===== config.mk =====
export PLATFORM = sky130hd
export DESIGN_NAME = serial_add_ctrl
export DESIGN_NICKNAME = d
export VERILOG_FILES = /design/src/rtl/serial_add_ctrl.sv
export SDC_FILE = /design/constraint.sdc
export NUM_CORES = 1
export LEC_CHECK = 0
export BUFFER_PORTS_ARGS = -buffer_cell sky130_fd_sc_hd__buf_4
export CAP_MARGIN = 20
export CELL_PAD_IN_SITES_DETAIL_PLACEMENT = 1
export CELL_PAD_IN_SITES_GLOBAL_PLACEMENT = 1
export CORE_AREA = 2 2 68 70
export DETAILED_ROUTE_END_ITERATION = 7
export DIE_AREA = 0 0 70 72
export PLACE_DENSITY_LB_ADDON = 0.1
export RECOVER_POWER = 25
export SYNTH_ARGS = -nofsm -noshare
export SYNTH_HDL_FRONTEND = slang
export SYNTH_SLANG_ARGS = --single-unit

===== constraint.sdc =====
create_clock -name clk -period 2.2 [get_ports clk]
set_input_delay 0.11 -clock clk [delete_from_list [all_inputs] [get_ports clk]]
set_output_delay 0.11 -clock clk [all_outputs]
set_load 0.05 [all_outputs]

===== src/rtl/serial_add_ctrl.sv =====
// serial_add_ctrl: bit-serial adder that runs one full-adder slice over WIDTH cycles, LSB first,
// and returns a registered sum, carry-out and signed-overflow flag.
module full_adder (
   input  logic x,
   input  logic y,
   input  logic ci,
   output logic s,
   output logic co
);
   assign s  = x ^ y ^ ci;
   assign co = (x & y) | (ci & (x ^ y));
endmodule

module serial_add_ctrl #(
   parameter int WIDTH = 8
) (
   input  logic             clk,
   input  logic             rst,
   input  logic             start,
   input  logic [WIDTH-1:0] a,
   input  logic [WIDTH-1:0] b,
   input  logic             c_in,
   output logic             busy,
   output logic             done,
   output logic [WIDTH-1:0] sum,
   output logic             c_out,
   output logic             ovf
);
   localparam int CW = $clog2(WIDTH);
   typedef enum logic [1:0] {IDLE, RUN, DONE} state_t;
   state_t state;
   logic [WIDTH-1:0] a_sh, b_sh, sum_sh;
   logic [CW-1:0] cnt;
   logic carry, fa_s, fa_c;
   full_adder fa (.x(a_sh[0]), .y(b_sh[0]), .ci(carry), .s(fa_s), .co(fa_c));
   always_ff @(posedge clk or posedge rst) begin
      if (rst) begin
         state  <= IDLE;
         a_sh   <= '0;
         b_sh   <= '0;
         sum_sh <= '0;
         cnt    <= '0;
         carry  <= 1'b0;
         busy   <= 1'b0;
         done   <= 1'b0;
         sum    <= '0;
         c_out  <= 1'b0;
         ovf    <= 1'b0;
      end else if (state == RUN) begin
         a_sh   <= a_sh >> 1;
         b_sh   <= b_sh >> 1;
         sum_sh <= {fa_s, sum_sh[WIDTH-1:1]};
         carry  <= fa_c;
         cnt    <= cnt + CW'(1);
         if (cnt == CW'(WIDTH - 1)) begin
            // carry still holds the carry into the MSB here, so ovf is taken before it updates
            state <= DONE;
            busy  <= 1'b0;
            done  <= 1'b1;
            sum   <= {fa_s, sum_sh[WIDTH-1:1]};
            c_out <= fa_c;
            ovf   <= carry ^ fa_c;
         end
      end else begin
         done <= 1'b0;
         if (start) begin
            state <= RUN;
            busy  <= 1'b1;
            a_sh  <= a;
            b_sh  <= b;
            carry <= c_in;
            cnt   <= '0;
         end else begin
            state <= IDLE;
         end
      end
   end
endmodule


==> impl_metrics.csv <==
group,metric,value,unit
route,firstDrtPassIters,4,
synth,netlist_instances,116,
floorplanning,dieArea,5040,um2
worst_hold_path,min_path_cells,3,
worst_setup_path,arrival,1950,ps
route,drt-total-wl,3310,um
worst_setup_path,reg2reg_slack,420,ps
sta,max_freq,562,MHz
sta,fin_crit,1780,ps
synth,synth_nets,139,
route,vias_per_cell,4.94,
route,vias,1018,
sta,setup_violations,0,
worst_setup_path,critPathKind,"reg -> reg",
floorplanning,fp.dieH,72,um
clock_network,h-tree-depth,2,
clock_network,cts.reportedPaths.clkPinSlew,70,ps
cells_and_area,drive_gt1_share,59.7,%
clock_network,clock-sinks,40,
floorplanning,die_w,70,um
sta,finClkSkew,4.10,ps
place,numPortBuffers,31,
clock_network,cts_buffers,5,
worst_setup_path,end_kind,"flop",
run,cap_violations,0,
worst_setup_path,regToRegEndpoint,"ovf",
sta,final_max_slew_viol_count,0,
route,wl_per_cell,16.1,um
synth,yosys_warnings,0,
clock_network,post_cts.repair.setup_buffers,0,
clock_network,cts_tree,"yes",
power_and_ir_drop,ir_worst_vdd,0.912,mV
global_route,grt_pass1_wl,5700,um
worst_hold_path,min_path_type,"in -> reg",
synth,synth.ff_latch_count,40,
sta,relSlewSlack,35.6,%
synth,synth_area_leader_cell,"dfrtp_1",
worst_setup_path,reg2reg_depth,4,
sta,fin_crit_sh,80.8,%
power_and_ir_drop,power_density,1480,nW/um2
place,place_inst,197,
clock_network,insertion_delay,290,ps
global_route,antenna_found_initial,0,
global_route,grt_pass1_vias,1146,
route,drt_iter0_drc,42,
sta,hold_viol_final,0,
place,place_hpwl,2210,um
worst_hold_path,hold_start,"a[7]",
synth,syn_avg_cell_area,16.2,um2
route,drc,0,
global_route,grt_max_degree,41,
synth,synth.distinct_cells,16,
sta,rsz0062_at_grt,"no",
clock_network,root_buffer,"clkbuf_8",
global_route,overflow,0,
floorplanning,core-area,4260,um2
synth,synthTopCellsByArea,"dfrtp_1, mux2_4, mux2_2",
worst_setup_path,timing.rr.start,"cnt[0]",
cells_and_area,area_growth,19.9,%
synth,synth_seq_area_share,53.3,%
place,globalplace.congestion,0.703,
sta,tightest_slew,966,ps
cells_and_area,final_nets,176,
route,ant_nets,0,
floorplanning,pin_count,32,
outcome,status,"completed",
sta,final.setup.tns,0,ps
worst_setup_path,crit_fanout,12,
cells_and_area,diodes,0,
worst_setup_path,critPathRequiredTime,2370,ps
floorplanning,rows,24,
worst_hold_path,whs_endpoint,"a_sh[7]",
global_route,grtUsageTotal,14.8,%
clock_network,clockBufferDepth,2,
power_and_ir_drop,p_leak,1.13,nW
synth,yosysTopAreaCellShare,53.3,%
floorplanning,start_util,44.0,%
worst_setup_path,startpoint_type,"flop",
synth,netlist_area,1880,um2
worst_setup_path,cp-startpoint,"cnt[0]",
cells_and_area,fin_cells,206,
==> metal layers <==
metal  share of wire (%)  wire length (um)  track usage (%)  vias up
met5                   0                 0                0        -
met4                 1.7                56             5.77        0
met3                 5.2               173             5.00        6
met2                  48              1580             23.8       24
met1                  45              1500             18.5      516
li1                    -                 -                -      472
==> worst max-delay path, cell delays in order, from the launching register on <==
cell and delay [ps]:
dfrtp_1 400, ha_1 210, ha_1 190, nand3b_1 450, mux2_2 410
==> layout make-up <==
class                   count  area, um2
repair buffers             36        270
clock inverters             2       10.0
inverters                   2       7.51
multi-input cells          68        813
clock buffers               6       82.6
fillers                   435       2010
flip-flops and latches     40       1000
well taps                  52       65.1
==> worst max path at each step <==
stage,endpoint,depth (start not counted),slack (ps)
floorplan,a_sh[2],4,650
global placement,sum[0],4,480
detailed placement,ovf,4,410
CTS,ovf,4,400
global route,ovf,4,320
finish,ovf,4,420
==> stage by stage <==
stage / area [um2] / power, W / utilization (%) / setup slack [ps] / hold WS [ps]
after floorplan: 1880 / 0.00247 / - / 646 / 266
after global placement: 2150 / 0.00280 / 50.4 / 482 / 264
after detailed placement: 2150 / 0.00285 / 50.4 / 405 / 275
after CTS: 2250 / 0.00338 / 52.8 / 396 / 61.0
after global routing: 2250 / 0.00354 / 52.8 / 321 / 96.2
final: 2250 / 0.00332 / 52.8 / 422 / 65.3
==> report_power, final <==
group | leakage, nW | internal (W) | total, W | switching (W)
logic | 0.573 | 0.000813 | 0.00157 | 0.000759
clock network | 0.0510 | 0.000250 | 0.000493 | 0.000243
registers | 0.501 | 0.00106 | 0.00125 | 0.000195
total | 1.13 | 0.00212 | 0.00332 | 0.00120
==> flip-flops by register name, summed over array words and instances (netlist names) <==
signal  count
c_out       1
busy        1
state       1
carry       1
sum         8
done        1
sum_sh      7
cnt         3
ovf         1
b_sh        8
a_sh        8
==> cell usage after synthesis (all sizes together) <==
| cell | count |
|---|---|
| mux2 | 49 |
| dfrtp | 40 |
| buf | 6 |
| mux2i | 3 |
| nand2b | 3 |
| nor2 | 3 |
| nor2b | 3 |
| ha | 2 |
| inv | 2 |
| a21oi | 1 |
| fa | 1 |
| nand3b | 1 |
| o21a | 1 |
| xor2 | 1 |
==> cells in the final DEF, fill, tap and decap left out, drive strengths merged <==
cell / n
ha: 2
nand3b: 1
nor2b: 3
dfrtp: 40
mux2i: 3
a21oi: 1
fa: 1
inv: 2
xor2: 1
o21a: 1
clkinv: 2
buf: 33
clkbuf: 8
dlygate4sd3: 1
nand2b: 3
nor2: 3
mux2: 49
==> cells by family after synthesis <==
group	after synthesis	share of synthesized area [%]
DFF	40	53.3
and+or+nand+nor	10	3.00
xor gates and xnor gates	1	0.467
AOI/OAI and AO/OA	2	0.667
muxes	52	36.8
buffers and inverters	8	3.33
adders and majority gates	3	2.40
==> repair_timing <==
action / in CTS / in global routing
hold buffers: 1 / 0
gates resized for setup: 0 / 0
endpoints found under the setup margin: 0 / 0
endpoints found under the hold margin: 40 / 0
Power figures use the tool's default switching activity.
